## config.mk

```make
export PLATFORM = sky130hd
export DESIGN_NAME = serial_divider
export DESIGN_NICKNAME = d
export VERILOG_FILES = /design/src/rtl/serial_divider.sv
export SDC_FILE = /design/constraint.sdc
export NUM_CORES = 1
export LEC_CHECK = 0
export ABC_AREA = 1
export CAP_MARGIN = 20
export CORE_ASPECT_RATIO = 1.1
export CORE_UTILIZATION = 25
export DETAILED_ROUTE_END_ITERATION = 7
export PLACE_DENSITY = 0.43
export SKIP_LAST_GASP = 1
export SYNTH_ARGS = -nofsm -noshare
export SYNTH_HDL_FRONTEND = slang
export SYNTH_SLANG_ARGS = --single-unit
```

## constraint.sdc

```tcl
create_clock -name Clock -period 2.5 [get_ports Clock]
set_input_delay 0.25 -clock Clock [delete_from_list [all_inputs] [get_ports Clock]]
set_output_delay 0.25 -clock Clock [all_outputs]
set_load 0.01 [all_outputs]
```

## src/rtl/serial_divider.sv

```systemverilog
// rtl/serial_divider.sv - multi-cycle shift-subtract integer divider with Start/Done handshake
// Optional two's-complement operation when SERIAL_DIVIDER_SIGNED_EN is defined.
module serial_divider #(
    parameter int WIDTH = 8
) (
    input  logic             Clock,
    input  logic             Reset,
    input  logic             Start,
    input  logic [WIDTH-1:0] Operand1,
    input  logic [WIDTH-1:0] Operand2,
    output logic             Busy,
    output logic             Done,
    output logic             DivZero,
    output logic [WIDTH-1:0] Quotient,
    output logic [WIDTH-1:0] Remainder
);

    localparam int CW = $clog2(WIDTH + 1);

    typedef enum logic [1:0] {IDLE, CALC, FIX} state_t;

    state_t           state;
    logic [CW-1:0]    count;
    logic [WIDTH-1:0] divh;
    logic [WIDTH-1:0] divl;
    logic [WIDTH-1:0] divisor;
    logic             zero_flag;

    logic [WIDTH:0]   shifted;
    logic [WIDTH:0]   trial;
    logic [WIDTH-1:0] mag1;
    logic [WIDTH-1:0] mag2;
    logic [WIDTH-1:0] q_fix;
    logic [WIDTH-1:0] r_fix;

`ifdef SERIAL_DIVIDER_SIGNED_EN
    logic neg_q;
    logic neg_r;

    function automatic logic [WIDTH-1:0] negate(input logic [WIDTH-1:0] x);
        return ~x + WIDTH'(1);
    endfunction

    always_comb begin
        mag1  = Operand1[WIDTH-1] ? negate(Operand1) : Operand1;
        mag2  = Operand2[WIDTH-1] ? negate(Operand2) : Operand2;
        q_fix = neg_q ? negate(divl) : divl;
        r_fix = neg_r ? negate(divh) : divh;
    end
`else
    always_comb begin
        mag1  = Operand1;
        mag2  = Operand2;
        q_fix = divl;
        r_fix = divh;
    end
`endif

    // Trial subtraction carries one extra bit so its MSB is the borrow.
    always_comb begin
        shifted = {divh, divl[WIDTH-1]};
        trial   = shifted - {1'b0, divisor};
    end

    always_ff @(posedge Clock) begin
        if (Reset) begin
            state     <= IDLE;
            count     <= '0;
            divh      <= '0;
            divl      <= '0;
            divisor   <= '0;
            zero_flag <= 1'b0;
            Busy      <= 1'b0;
            Done      <= 1'b0;
            DivZero   <= 1'b0;
            Quotient  <= '0;
            Remainder <= '0;
`ifdef SERIAL_DIVIDER_SIGNED_EN
            neg_q     <= 1'b0;
            neg_r     <= 1'b0;
`endif
        end else begin
            Done <= 1'b0;
            case (state)
                IDLE: begin
                    if (Start) begin
                        divh    <= '0;
                        divisor <= mag2;
                        count   <= CW'(WIDTH);
                        Busy    <= 1'b1;
`ifdef SERIAL_DIVIDER_SIGNED_EN
                        neg_q   <= Operand1[WIDTH-1] ^ Operand2[WIDTH-1];
                        neg_r   <= Operand1[WIDTH-1];
`endif
                        // On divide-by-zero DIVL keeps the raw dividend for Remainder.
                        if (Operand2 == '0) begin
                            zero_flag <= 1'b1;
                            divl      <= Operand1;
                            state     <= FIX;
                        end else begin
                            zero_flag <= 1'b0;
                            divl      <= mag1;
                            state     <= CALC;
                        end
                    end
                end
                CALC: begin
                    if (!trial[WIDTH]) begin
                        divh <= trial[WIDTH-1:0];
                        divl <= {divl[WIDTH-2:0], 1'b1};
                    end else begin
                        divh <= shifted[WIDTH-1:0];
                        divl <= {divl[WIDTH-2:0], 1'b0};
                    end
                    count <= count - CW'(1);
                    if (count == CW'(1))
                        state <= FIX;
                end
                FIX: begin
                    Busy    <= 1'b0;
                    Done    <= 1'b1;
                    DivZero <= zero_flag;
                    if (zero_flag) begin
                        Quotient  <= '1;
                        Remainder <= divl;
                    end else begin
                        Quotient  <= q_fix;
                        Remainder <= r_fix;
                    end
                    state <= IDLE;
                end
                default: state <= IDLE;
            endcase
        end
    end

endmodule

```

; ---- Word-level counts from Yosys, hierarchy flattened
; Index checks and enable logic that the tools add are counted.
[word_totals]
ff_bits = 50
latchBits = 0
mem_bits_rw = 0
romBits = 0
in_bits = 19
out_inout_bits = 19
wordCells = 44
memories = 0
[op_classes]
add_sub_neg = 2
multipliers = 0
n_div = 0
n_lt_le_gt_ge = 0
n_eq_ne = 5
shift = 0
n_mux = 18
bitwise = 0
n_reduce_logical = 8
[op_table]
columns = op, n
row1 = $mux W8, 5
row2 = $pmux W8 S2, 2
row3 = $sub A9 B8 Y9, 1
row4 = $logic_not A8 Y1, 1
row5 = $pmux W4 S2, 1
row6 = $reduce_and A2 Y1, 4
row7 = $mux W2, 3
row8 = $eq A4 B1 Y1 const B, 1
row9 = $mux W1, 4
row10 = $mux W4, 1
row11 = $ne A2 B2 Y1 const B, 2
row12 = $pmux W2 S2, 1
row13 = $reduce_bool A2 Y1, 2
row14 = $sub A4 B1 Y4 const B, 1
row15 = $eq A2 B1 Y1 const B, 1
row16 = $eq A2 B2 Y1 const B, 1
row17 = $logic_not A2 Y1, 1
row18 = $pmux W1 S2, 1

; ---- Depth between registers and ports, before layout
; Gate-level depths: netlist of the first run.
[logic_depth]
word_depth = 4
ltp_mapped = 14
depth_no_buf = 14

; ---- Worst setup path before layout of the first run
; OpenSTA, ideal clock, no wires.
[synth_path]
kind = register to register
start = reg divl[7]
end = reg divh[2]
setup_time_ps = 132
arrival_time_ps = 1691
required_ps = 2368
path_slack_ps = 676
stages_incl_launch_ff = 14
path_buffers = 0
synth_period_minus_slack_ps = 1824
cell_sequence = dfxtp_1 inv_1 ha_1 fa_1 inv_1 nand3_1 nand2_2 nand2_4 nand2_2 nand2_2 nand2_2 nand2_1 nand3_1 a21oi_1
[synth_via]
elab_chain_len = 3
[synth_rtl]
columns = item, line
row1 = start: declaration, 25  ; logic [WIDTH-1:0] divl;
row2 = start signal: assignment, 98  ; divl <= Operand1;
row3 = start signal: assignment, 102  ; divl <= mag1;
row4 = start signal: assignment, 110  ; divl <= {divl[WIDTH-2:0], 1'b1};
row5 = $sub A9 B8 Y9, 62  ; trial = shifted - {1'b0, divisor};
row6 = $mux W8, 108  ; if (!trial[WIDTH]) begin
row7 = $pmux W8 S2, 84  ; case (state)
row8 = end signal: assignment, 109  ; divh <= trial[WIDTH-1:0];
row9 = end signal: assignment, 112  ; divh <= shifted[WIDTH-1:0];
row10 = end: declaration, 24  ; logic [WIDTH-1:0] divh;
; Every way passes these cells.
; A chain may end at the register's enable or synchronous reset.

; ---- Worst setup path in the final report of the first run
; Same ends and word-level chain as after synthesis.

==> metrics.md, run 1 <==
| Metric | Value |
|---|---|
| Slew margin rel. | 0.6834 |
| Share of the synthesized area in the top cell type | 0.3922 |
| Final-report setup violation count | 0 |
| Commonest register cell after synthesis | dfxtp_1 |
| Fin Setup TNS | 0 ps |
| GR met1 Demand/Resource | 0.1700 |
| Post-synth EDFFs | 0 |
| Setup repair after global routing missed its margin | false |
| H-tree lvl count | 2 |
| Clock Root Buffer | clkbuf_8 |
| Seq/Total Area, Yosys | 0.3922 |
| Worst setup path class | flip-flop to flip-flop |
| Area growth from synthesis to layout | 24.41% |
| Die area | 10620 um^2 |
| CTS buffer count | 5 |
| Synth Warn # | 0 |
| Commonest non-fill, non-tap cell in the layout | nand2_1 |
| Die Ht | 108.0 um |
| DRC errors left | 0 |
| Vias | 2349 |
| Pin count of the biggest net entering global routing | 24 |
| Post-DP Area | 3067 um^2 |
| Global-route wire length before repair | 11.95 mm |
| Clk_lat worst skew | 310 ps |
| Crit end category | flip-flop |
| Bufs on Longest Clock Path | 2 |
| Yosys cell types | 29 |
| WP buf/inv | 2 |
| PD cells | 779.3 nW/um^2 |
| Initial antenna violation count | 0 |
| Clock sinks | 50 |
| Min Clock Period, post-route | 2006 ps |
| Static Leak | 1.348 nW |
| Crit start category | flip-flop |
| GR peak layer | met2 |
| GPL Wtd Cong | 0.7508 |
| Crit-path cells | inv_1 -> ha_1 -> fa_1 -> inv_1 -> nand3_1 -> nand2_2 -> nand2_4 -> nand2_2 -> nand2_2 -> nand2_2 -> nand2_1 -> nand3_1 -> a21oi_1 |
| ANT cells | 0 |
| HPWL after detailed placement | 5.265 mm |
| Syn_area_per_cell | 6.974 um^2 |
| Post-synthesis register bit count | 50 |
| Fin crit share | 0.8024 |
| Finished Cell Area | 3176 um^2 |
| Die width | 98.34 um |
| Drt pass-1 iters | 4 |
| Most frequent cells in the layout | nand2_1 (91), dfxtp_1 (50), a21oi_1 (48) |
| Most common cell on crit path | nand2_2 |
| Reg clk slew, reported paths | 100 ps |
| Core Rows | 38 |
| Mapped Nets | 396 |
| Max Clock Freq | 0.4985 GHz |
| CP max FO | 8 |
| CP delay by family, top | simple AND/OR/NAND/NOR gates |
| Final slew viol count | 0 |
| Vias in the first global route | 2458 |
| Hold crit path type | flip-flop to flip-flop |
| Async SR Flop Fraction | 0 |
| Final Hold Fails | 0 |
| Fillers | 1110 |
| Cts repair resizes | 0 |
| Synthesized area | 2552 um^2 |
| Critical-path top delay cell | fa_1 |
| Setup Buffers After CTS | 0 |
| Gr ovfl total | 0 |
| CTS tree | built |
| CP max stage delay | 400 ps |
| Synth area leader | dfxtp_1 |
| Max_cap viols | 0 |
| Skew final | 6.072 ps |
| Initial Util | 0.2581 |
| Top cells by area, synth | dfxtp_1 (39%), nand2_1 (13%), a21oi_1 (9.4%), inv_1 (6.8%), o21ai_0 (6.7%) |
| # IOs | 38 |
| Worst EP required | 2690 ps |
| PortBufs | 37 |
| DRT antenna net count | 0 |
| Met3 Resource Use GR | 0.02456 |
| Peak supply drop | 0.2950 mV |
| Fraction of layout cells with a size suffix above 1 | 0.07882 |
| Routed len/inst | 13.23 um |
| Outcome | finished clean |
| # hold bufs at CTS | 0 |
| Critical Path AT | 2200 ps |
| Worst Max-Slew Pin Slew | 474.4 ps |
| Mapped Cells | 366 |
| GRT Overall Usage | 0.1427 |
| Core footprint | 9889 um^2 |
| Met2 Track Usage GR | 0.2560 |
| Nets | 435 |
| WL final | 6.961 mm |
| Via-to-Cell Ratio | 4.466 |
| Drt first-iter violations | 66 |
## cells in the mapped netlist (4+ instances only)
master	instances
nor3_1	4
nand2_2	6
buf_2	5
ha_1	10
dfxtp_1	50
nand2_1	91
a21oi_1	48
nand3_1	15
a31oi_1	7
inv_1	46
o21ai_0	34
clkbuf_1	6
nor2_1	20
## per-stage QoR
step	cells	util	hold WS (ps)	power (mW)	setup slack, ps
after floorplan	366	-	328.5	1.674	676.3
after global placement	518	0.3101	454.1	1.930	538.7
after detailed placement	518	0.3101	453.9	1.928	488.9
after CTS	526	0.3211	472.3	2.514	464.4
after global routing	526	0.3211	499.2	2.713	240.4
final	526	0.3211	466.0	2.475	494.1
## worst register-to-register path, delay by kind of cell (launching register included)
family | cells | cell delay, ps
fa+ha+maj | 2 | 630
simple gates | 8 | 690
flops | 1 | 350
buf+inv | 2 | 170
compound gates | 1 | 60
## state kept, by name, summed over array words and instances (netlist names)
signal / cells
divh: 8
Busy: 1
divisor: 8
count: 4
Done: 1
DivZero: 1
Remainder: 8
divl: 8
zero_flag: 1
Quotient: 8
state: 2
## layout make-up
cell class | instances | area (um^2) | share of cell area
inverters | 50 | 187.7 | 0.05910
clock buffers | 5 | 68.82 | 0.02167
clock inverters | 3 | 40.04 | 0.01261
repair buffers | 46 | 437.9 | 0.1379
multi-input cells | 252 | 1290 | 0.4062
flip-flops and latches | 50 | 1001 | 0.3152
well taps | 120 | 150.1 | 0.04728
## power by group
part           internal, mW  switching, mW
Combinational         0.357          0.589
Clock                 0.295          0.283
Sequential            0.877         0.0740
## worst paths after layout
kind                                   from     endpoint  slack, ps  cells after the start
worst max-delay path                divl[7]      divh[2]        490                     13
worst min-delay path            Quotient[6]  Quotient[6]        470                      2
worst max register to register      divl[7]      divh[2]        490                     13
worst min register to register  Quotient[6]  Quotient[6]        470                      2
## routing by layer
metal | routed length (um) | vias to the layer above
met3 | 123 | 11
li1 | - | 1264
met1 | 3340 | 1045
met5 | 0 | -
met4 | 172 | 0
met2 | 3324 | 29
## cell families after synthesis
| logic type | share of synthesized area |
|---|---|
| flip-flops | 0.3922 |
| AND/OR/NAND/NOR | 0.2446 |
| adder cells (fa/ha/maj) | 0.05686 |
| buffers and inverters | 0.1024 |
| AO/OA/AOI/OAI | 0.1936 |
| XOR/XNOR | 0.01030 |
Note: power is estimated with default switching activity, not from simulation.
==> run 2: changes to the inputs <==
==> constraint.sdc (replaced) <==
create_clock -name Clock -period 2.06 [get_ports Clock]
set_input_delay 0.206 -clock Clock [delete_from_list [all_inputs] [get_ports Clock]]
set_output_delay 0.206 -clock Clock [all_outputs]
set_load 0.01 [all_outputs]
==> run 2 against run 1 <==
Compared with the run above:
- utilization grew 0.63 points
- total power up 29%
- clock-buffer cell count is 1 higher
- sequential cell count unchanged
- maximum frequency grew 4.7%
- cell area increased by 2.0%
- cell count grew 0.38%
- sequential power up 22%
- register-to-register slack got worse by 350 ps
- setup slack worse by 350 ps
- global-route usage barely moved
- die area did not move
==> metrics.md, run 2 (same netlist as run 1, synthesis figures left out) <==
| Metric | Value |
|---|---|
| Bufs on Longest Clock Path | 2 |
| Global-route wire length before repair | 12.05 mm |
| Critical Path AT | 2160 ps |
| CTS tree | built |
| HPWL after detailed placement | 5.327 mm |
| Vias in the first global route | 2482 |
| Skew final | 10.54 ps |
| Fin Setup TNS | 0 ps |
| Placed insts | 520 |
| Crit-path cells | inv_1 -> ha_1 -> fa_2 -> inv_1 -> nand3_1 -> nand2_2 -> nand2_4 -> nand2_2 -> nand2_2 -> nand2_4 -> nor2_2 -> nor2_1 -> nor2_1 -> nor2_1 |
| Setup Buffers After CTS | 0 |
| Crit start category | flip-flop |
| Worst Max-Slew Pin Slew | 277.4 ps |
| Fillers | 1118 |
| Clock Root Buffer | clkbuf_8 |
| Vias | 2376 |
| Storage cell area | 1002 um^2 |
| PortBufs | 37 |
| Fraction of layout cells with a size suffix above 1 | 0.09069 |
| CP max FO | 8 |
| Die width | 98.34 um |
| CP delay by family, top | simple AND/OR/NAND/NOR gates |
| Initial antenna violation count | 0 |
| Outcome | finished clean |
| Worst setup path class | flip-flop to flip-flop |
| Gr ovfl total | 0 |
| Peak supply drop | 0.3888 mV |
| Drt pass-1 iters | 4 |
| WP buf/inv | 2 |
| Clk_lat worst skew | 310 ps |
| Critical-path top delay cell | fa_2 |
| Area of the multi-input gates | 1303 um^2 |
| # IOs | 38 |
| Final Hold Fails | 0 |
| Reg clk slew, reported paths | 100 ps |
| Initial Util | 0.2581 |
| Nets | 437 |
| Final slew viol count | 0 |
| Worst EP required | 2300 ps |
| Final-report setup violation count | 0 |
| Static Leak | 1.373 nW |
| Clock sinks | 50 |
| CTS buffer count | 5 |
| Die Ht | 108.0 um |
| DRC errors left | 0 |
| Fin crit share | 0.9297 |
| Slew margin rel. | 0.8139 |
| Pin count of the biggest net entering global routing | 24 |
| DRT antenna net count | 0 |
| Max Clock Freq | 0.5221 GHz |
| GPL Wtd Cong | 0.7290 |
| CP max stage delay | 350 ps |
| Min Clock Period, post-route | 1915 ps |
| Hold crit path type | primary input to flip-flop |
| Commonest non-fill, non-tap cell in the layout | nand2_1 |
| PD cells | 985.7 nW/um^2 |
| Fin cells | 528 |
| WL final | 7.037 mm |
| Routed len/inst | 13.33 um |
| Crit end category | flip-flop |
| Core footprint | 9889 um^2 |
| ANT cells | 0 |
| Area growth from synthesis to layout | 26.86% |
| Most frequent cells in the layout | nand2_1 (91), dfxtp_1 (49), a21oi_1 (48) |
| H-tree lvl count | 2 |
| Via-to-Cell Ratio | 4.500 |
| Max_cap viols | 0 |
| Core Rows | 38 |
| GRT Overall Usage | 0.1426 |
| Drt first-iter violations | 64 |
| Die area | 10620 um^2 |
==> run 2: final timing paths <==
check        depth (start not counted)        start           to  slack, ps
min                                  3  Operand1[1]      divl[1]        460
min reg2reg                          2  Quotient[2]  Quotient[2]        470
max reg2reg                         14      divl[7]      divh[7]        140
max                                 14      divl[7]      divh[7]        140
==> run 2: power by group <==
| part | switching (mW) | total [mW] | internal, mW | leakage, nW |
|---|---|---|---|---|
| clock network | 0.343 | 0.861 | 0.518 | 0.0714 |
| registers | 0.0928 | 1.16 | 1.07 | 0.409 |
| logic | 0.730 | 1.17 | 0.442 | 0.892 |
| total | 1.17 | 3.19 | 2.03 | 1.37 |
==> run 2: through the flow <==
step                        util  setup slack [ps]  cell area [um^2]  total power [mW]  hold slack (ps)
after CTS                 0.3260             22.34              3224             3.215            461.4
after global placement    0.3116             104.3              3082             2.348            454.6
after floorplan                -             236.3              2552             2.032            284.5
after global routing      0.3274            -3.190              3238             3.464            466.8
after detailed placement  0.3116             51.06              3082             2.351            454.1
final                     0.3274             144.8              3238             3.192            464.4
==> run 2: per-layer routing <==
layer,part of all wire,vias up,global-route usage
met5,0,-,0
met4,0.0072,0,0.03198
met3,0.019,5,0.02262
met2,0.51,23,0.2681
met1,0.46,1087,0.1702
li1,-,1261,-
==> run 2: worst min-delay path, delay by kind of cell <==
| kind | cells | cell delay, ps |
|---|---|---|
| simple gates | 1 | 60 |
| buf+inv | 1 | 390 |
| compound gates | 1 | 70 |
==> run 2: final cells by class <==
class | instances | share of cell area
repair buffers | 48 | 0.1399
clock buffers | 6 | 0.02550
multi-input cells | 252 | 0.4022
clock inverters | 2 | 0.01855
flip-flops and latches | 50 | 0.3095
inverters | 50 | 0.05796
well taps | 120 | 0.04637
==> run 2: what timing repair did <==
action | 4_1_cts | 5_1_grt
hold endpoints to repair | 0 | 0
endpoints found under the setup margin | 0 | 9
gates resized for setup | 0 | 4
hold buffers | 0 | 0
